**src/rtl/id_stage_p.sv**
```systemverilog
// Instruction-decode stage: field decode, 16-entry register file with optional
// write-through bypass, load-use hazard detection and the ID/EX pipeline register.
module id_stage_p #(
  parameter int unsigned DATA_W  = 16,
  parameter bit          BYPASS  = 1'b1,
  parameter bit          R0_ZERO = 1'b1
) (
  input  logic              i_clk,
  input  logic              i_rst,
  input  logic [15:0]       i_instr,
  input  logic              i_valid,
  input  logic              i_stall,
  input  logic              i_flush,
  input  logic [3:0]        i_wrReg,
  input  logic [DATA_W-1:0] i_wrData,
  input  logic              i_wrEn,
  output logic              o_stall,
  output logic              o_valid,
  output logic [DATA_W-1:0] o_port0,
  output logic [DATA_W-1:0] o_port1,
  output logic [DATA_W-1:0] o_sext,
  output logic [15:0]       o_instr,
  output logic [3:0]        o_wrReg,
  output logic [3:0]        o_aluOp,
  output logic [3:0]        o_shAmt,
  output logic [3:0]        o_rdReg1,
  output logic [3:0]        o_rdReg2,
  output logic              o_memRd,
  output logic              o_memWr,
  output logic              o_mem2reg,
  output logic              o_sawBr,
  output logic              o_sawJ,
  output logic              o_aluSrc,
  output logic              o_wrRegEn,
  output logic              o_hlt
);

  typedef enum logic [3:0] {
    OP_ADD, OP_SUB, OP_AND, OP_NOR, OP_SLL, OP_SRL, OP_SRA, OP_NOP,
    OP_LW,  OP_SW,  OP_LHB, OP_LLB, OP_B,   OP_JAL, OP_JR,  OP_HLT
  } op_e;

  typedef enum logic {ST_RUN, ST_HALTED} state_e;

  typedef struct packed {
    logic              valid;
    logic [DATA_W-1:0] port0;
    logic [DATA_W-1:0] port1;
    logic [DATA_W-1:0] sext;
    logic [15:0]       instr;
    logic [3:0]        wr_reg;
    logic [3:0]        alu_op;
    logic [3:0]        sh_amt;
    logic [3:0]        rd_reg1;
    logic [3:0]        rd_reg2;
    logic              mem_rd;
    logic              mem_wr;
    logic              mem2reg;
    logic              saw_br;
    logic              saw_j;
    logic              alu_src;
    logic              wr_reg_en;
    logic              hlt;
  } idex_t;

  logic [DATA_W-1:0] regs [16];
  idex_t             dec, idex_d, idex_q;
  state_e            state_q, state_d;
  op_e               op;
  logic              en1, en2, haz1, haz2, load;

  assign op = op_e'(i_instr[15:12]);

  function automatic logic [DATA_W-1:0] rf_read(input logic [3:0] a);
    logic [DATA_W-1:0] v;
    if (R0_ZERO && a == 4'd0)
      v = '0;
    else if (BYPASS && i_wrEn && i_wrReg == a)
      v = i_wrData;
    else
      v = regs[a];
    return v;
  endfunction

  always_ff @(posedge i_clk or posedge i_rst) begin
    if (i_rst) begin
      for (int unsigned i = 0; i < 16; i++) regs[i] <= '0;
    end else if (i_wrEn && !(R0_ZERO && i_wrReg == 4'd0)) begin
      regs[i_wrReg] <= i_wrData;
    end
  end

  always_comb begin
    dec        = '0;
    en1        = 1'b0;
    en2        = 1'b0;
    dec.valid  = 1'b1;
    dec.instr  = i_instr;
    dec.alu_op = i_instr[15:12];
    dec.sh_amt = i_instr[3:0];
    dec.wr_reg = i_instr[11:8];
    dec.sext   = DATA_W'($signed(i_instr[7:0]));
    unique case (op)
      OP_ADD, OP_SUB, OP_AND, OP_NOR: begin
        dec.rd_reg1 = i_instr[7:4];
        dec.rd_reg2 = i_instr[3:0];
        en1 = 1'b1;
        en2 = 1'b1;
        dec.wr_reg_en = 1'b1;
      end
      OP_SLL, OP_SRL, OP_SRA: begin
        dec.rd_reg1 = i_instr[7:4];
        dec.rd_reg2 = i_instr[3:0];
        en1 = 1'b1;
        dec.wr_reg_en = 1'b1;
      end
      OP_NOP: ;
      OP_LW: begin
        dec.rd_reg1   = i_instr[7:4];
        en1           = 1'b1;
        dec.mem_rd    = 1'b1;
        dec.mem2reg   = 1'b1;
        dec.alu_src   = 1'b1;
        dec.wr_reg_en = 1'b1;
        dec.sext      = DATA_W'($signed(i_instr[3:0]));
      end
      OP_SW: begin
        dec.rd_reg1 = i_instr[7:4];
        dec.rd_reg2 = i_instr[11:8];
        en1         = 1'b1;
        en2         = 1'b1;
        dec.mem_wr  = 1'b1;
        dec.alu_src = 1'b1;
        dec.sext    = DATA_W'($signed(i_instr[3:0]));
      end
      OP_LHB, OP_LLB: begin
        dec.rd_reg1   = i_instr[11:8];
        en1           = 1'b1;
        dec.alu_src   = 1'b1;
        dec.wr_reg_en = 1'b1;
      end
      OP_B: begin
        dec.saw_br = 1'b1;
        dec.sext   = DATA_W'($signed(i_instr[8:0]));
      end
      OP_JAL: begin
        dec.saw_j     = 1'b1;
        dec.wr_reg_en = 1'b1;
        dec.wr_reg    = 4'd15;
      end
      OP_JR: begin
        dec.saw_j   = 1'b1;
        dec.rd_reg1 = i_instr[7:4];
        en1         = 1'b1;
      end
      OP_HLT: dec.hlt = 1'b1;
      default: ;
    endcase
    dec.port0 = rf_read(dec.rd_reg1);
    dec.port1 = rf_read(dec.rd_reg2);
  end

  // Only enabled read ports can raise a hazard; r0 never does when it is hardwired.
  assign haz1 = en1 && dec.rd_reg1 == idex_q.wr_reg && (!R0_ZERO || dec.rd_reg1 != 4'd0);
  assign haz2 = en2 && dec.rd_reg2 == idex_q.wr_reg && (!R0_ZERO || dec.rd_reg2 != 4'd0);
  assign o_stall = i_valid && idex_q.valid && idex_q.mem_rd && (haz1 || haz2);

  assign load = i_valid && !o_stall && state_q == ST_RUN;

  always_comb begin
    idex_d  = idex_q;
    state_d = state_q;
    if (i_flush) begin
      idex_d = '0;
    end else if (!i_stall) begin
      if (load) begin
        idex_d = dec;
        if (op == OP_HLT) state_d = ST_HALTED;
      end else begin
        idex_d = '0;
      end
    end
  end

  always_ff @(posedge i_clk or posedge i_rst) begin
    if (i_rst) begin
      idex_q  <= '0;
      state_q <= ST_RUN;
    end else begin
      idex_q  <= idex_d;
      state_q <= state_d;
    end
  end

  assign o_valid   = idex_q.valid;
  assign o_port0   = idex_q.port0;
  assign o_port1   = idex_q.port1;
  assign o_sext    = idex_q.sext;
  assign o_instr   = idex_q.instr;
  assign o_wrReg   = idex_q.wr_reg;
  assign o_aluOp   = idex_q.alu_op;
  assign o_shAmt   = idex_q.sh_amt;
  assign o_rdReg1  = idex_q.rd_reg1;
  assign o_rdReg2  = idex_q.rd_reg2;
  assign o_memRd   = idex_q.mem_rd;
  assign o_memWr   = idex_q.mem_wr;
  assign o_mem2reg = idex_q.mem2reg;
  assign o_sawBr   = idex_q.saw_br;
  assign o_sawJ    = idex_q.saw_j;
  assign o_aluSrc  = idex_q.alu_src;
  assign o_wrRegEn = idex_q.wr_reg_en;
  assign o_hlt     = idex_q.hlt;

endmodule

```
**config.mk**
```make
export PLATFORM = sky130hd
export DESIGN_NAME = id_stage_p
export DESIGN_NICKNAME = d
export VERILOG_FILES = /design/src/rtl/id_stage_p.sv
export SDC_FILE = /design/constraint.sdc
export NUM_CORES = 1
export LEC_CHECK = 0
export CAP_MARGIN = 10
export CORE_ASPECT_RATIO = 1.1
export CORE_MARGIN = 1.5
export CORE_UTILIZATION = 54
export CTS_CLUSTER_SIZE = 12
export DETAILED_ROUTE_END_ITERATION = 16
export PLACE_DENSITY = 0.82
export RECOVER_POWER = 25
export SLEW_MARGIN = 20
export SYNTH_ARGS = -nofsm -noshare
export SYNTH_HDL_FRONTEND = slang
export SYNTH_SLANG_ARGS = --single-unit
```
**constraint.sdc**
```tcl
create_clock -name i_clk -period 10.95 [get_ports i_clk]
set_input_delay 1.095 -clock i_clk [delete_from_list [all_inputs] [get_ports i_clk]]
set_output_delay 1.095 -clock i_clk [all_outputs]
set_load 0.01 [all_outputs]
```
==> results.json <==
{
  "dr.pass1.iters": 6,
  "skew_ps": 7.608,
  "grt_max_degree": 189,
  "timing.setup.tns_ps": 0,
  "p_leak_nw": 8.490,
  "dp_hpwl_um": 31460,
  "drc": 0,
  "viasPerCell": 7.050,
  "cts_sinks": 330,
  "worstSetupStartpointType": "input port",
  "rows": 70,
  "synthDistinctLibCells": 57,
  "seq_area_sq_um": 8258,
  "syn_nets": 1749,
  "die_area_sq_um": 34950,
  "pin_count": 136,
  "grt_use_total": 0.3122,
  "ant_nets": 0,
  "syn_area_per_cell_sq_um": 10.71,
  "drv_slew": 161,
  "drive_gt1_frac": 0.2118,
  "gp_congestion": 0.8751,
  "highest_layer": "met4",
  "failed_checks": "capacitance limit, slew limit",
  "post_cts_buffers": 0,
  "hold_violations": 0,
  "whs_ps": 405.7,
  "seq_area_frac_synth": 0.4519,
  "synth_area_sq_um": 18270,
  "wl_per_cell_um": 25.65,
  "worst_pin_slew_ps": 6179,
  "fmax_mhz": 157.9,
  "yosys-top-cells-count": "dfrtp_1, mux2_2, clkbuf_1",
  "ir_drop_mv": 0.09619,
  "ys.flop_type": "dfrtp_1",
  "core_sq_um": 33280,
  "critical_path_class": "in2out",
  "fill_cells": 2558,
  "wl_met3_um": 5332,
  "synth_most_common_cell": "dfrtp_1",
  "ys_top_cells_by_area": "dfrtp_1, mux2_2, mux2i_1",
  "critPathMaxFanout": 65,
  "clk_latency_ps": 520,
  "wl_met1_um": 21390,
  "end_kind": "primary output",
  "grt_first_pass_wirelength_um": 84410,
  "grt_pass1_vias": 14723,
  "ys_warn_count": 0,
  "cts_root_buf": "clkbuf_16",
  "cts_buffers": 35,
  "holdBufCountCts": 0,
  "synth_top_area_share": 0.4519,
  "postPlaceCellArea_sq_um": 19570,
  "cts_tree": "built",
  "relSlewSlack": -3.142,
  "whs_endpoint": "regs[250]$_DFFE_PP0P_",
  "overflow": 0,
  "critPathArrivalTime_ps": 5240,
  "finalSetupViolations": 0,
  "hp-start": "regs[250]$_DFFE_PP0P_",
  "synth_top_area_cell": "dfrtp_1",
  "vias": 15136,
  "die_x_um": 178.4,
  "multi_input_comb_area_sq_um": 9133,
  "drt-total-wl_um": 55060,
  "clk_pin_slew_worst_paths_ps": 60,
  "cts_buffer_depth": 3,
  "die_y_um": 195.9,
  "start_util": 0.5491,
  "post_cts_resized": 0,
  "cp.required_ps": 9860,
  "reg2reg_from": "state_q$_DFFE_PP0P_",
  "status": "complete, but fails checks",
  "rsz0062_at_grt": "false",
  "synth-edff-count": 0,
  "final_nets": 1743,
  "antenna_found_initial": 0,
  "wl_met2_um": 25130,
  "r2r_end": "o_port0[0]$_DFFE_PP0P_",
  "powerDensity_nw_per_um2": 173.6,
  "fin_area_sq_um": 20620,
  "cap_violations": 2,
  "r2r_cells": 4,
  "worst-r2r-setup-slack_ps": 8400,
  "area_delta_synth_final_pct": 12.87,
  "period_share": 0.5783,
  "htreeDepth": 2,
  "syn_inst": 1707,
  "period_needed_ps": 6333,
  "io_buffers": 135,
  "synth-seq-cells": 330,
  "async_flop_share": 1.000,
  "hold_class": "reg2reg",
  "drt_iter0_drc": 1677,
  "min_path_cells": 0
}
[cells by family after synthesis]
| group | Yosys count | share of synthesized area |
|---|---|---|
| simple gates | 336 | 0.09572 |
| fa+ha+maj | 1 | 0.0006162 |
| compound gates | 427 | 0.1644 |
| xor+xnor | 12 | 0.005751 |
| flops | 330 | 0.4519 |
| buf+inv | 217 | 0.05375 |
| mux | 384 | 0.2279 |
[flip-flops by register name (all words and copies together), names as in the netlist, 4 cells and up]
name	flops
regs	256
o_port0	16
o_rdReg2	4
o_sext	9
o_rdReg1	4
o_wrReg	4
o_port1	16
o_instr	12
[critical path: stages]
cell             delay (ps)
clkdlybuf4s50_1         920
nand4b_1                330
a21oi_4                 220
buf_4                   630
nor2_1                  270
a311o_1                 340
a2111o_1                430
a21boi_0                320
clkdlybuf4s50_1         610
[placed cells by master (no fill, tap or decap), types with 26 or more instances in the layout]
cell	netlist	layout
a211oi_1	52	52
a21oi_1	90	87
and3_1	49	49
buf_4	26	28
clkbuf_16	0	37
clkdlybuf4s50_1	0	133
dfrtp_1	330	330
mux2_2	256	256
mux2i_1	128	128
nand2_1	102	100
nand2b_1	28	26
nor2_1	34	29
nor3_1	65	65
o2111ai_1	76	76
o21ai_0	53	53
o22ai_1	32	32
[layer usage]
| metal | GRT usage | up-vias |
|---|---|---|
| li1 | - | 6362 |
| met3 | 0.06337 | 239 |
| met1 | 0.4112 | 7581 |
| met4 | 0.1741 | 0 |
| met2 | 0.4808 | 954 |
| met5 | 0 | - |
[worst max-delay path by stage]
stage	start	endpoint	slack, ps	cells after the start
floorplan	i_rst	o_aluSrc$_DFFE_PP0P_	720	1
global placement	i_instr[13]	o_stall	4840	9
detailed placement	i_instr[12]	o_stall	4720	9
CTS	i_instr[12]	o_stall	4720	9
global route	i_rst	o_port1[10]$_DFFE_PP0P_	4270	2
finish	i_instr[12]	o_stall	4620	9
[metrics by stage]
step                      setup WS [ps]  power (W)  cells    util
after floorplan                   715.2   0.002185   1707       -
after global placement             4839   0.002389   2096  0.5877
after detailed placement           4718   0.002434   2096  0.5879
after CTS                          4716   0.003568   2146  0.6200
after global routing               4267   0.003724   2146  0.6196
final                              4617   0.003580   2147  0.6197
[where the power goes]
part,switching [W],leakage (nW),internal (W)
Clock,0.000472,0.531,0.000665
Sequential,0.000178,4.18,0.00144
Combinational,0.000421,3.78,0.000403
[area by class of cell]
| class | count | area share |
|---|---|---|
| Multi-Input combinational cell | 1160 | 0.4428 |
| Sequential cell | 330 | 0.4004 |
| Timing Repair Buffer | 167 | 0.07723 |
| Clock buffer | 48 | 0.05126 |
| Tap cell | 432 | 0.02621 |
| Inverter | 7 | 0.001335 |
| Clock inverter | 2 | 0.0006673 |
| Antenna cell | 1 | 0.0001213 |
(Power assumes the default switching activity.)
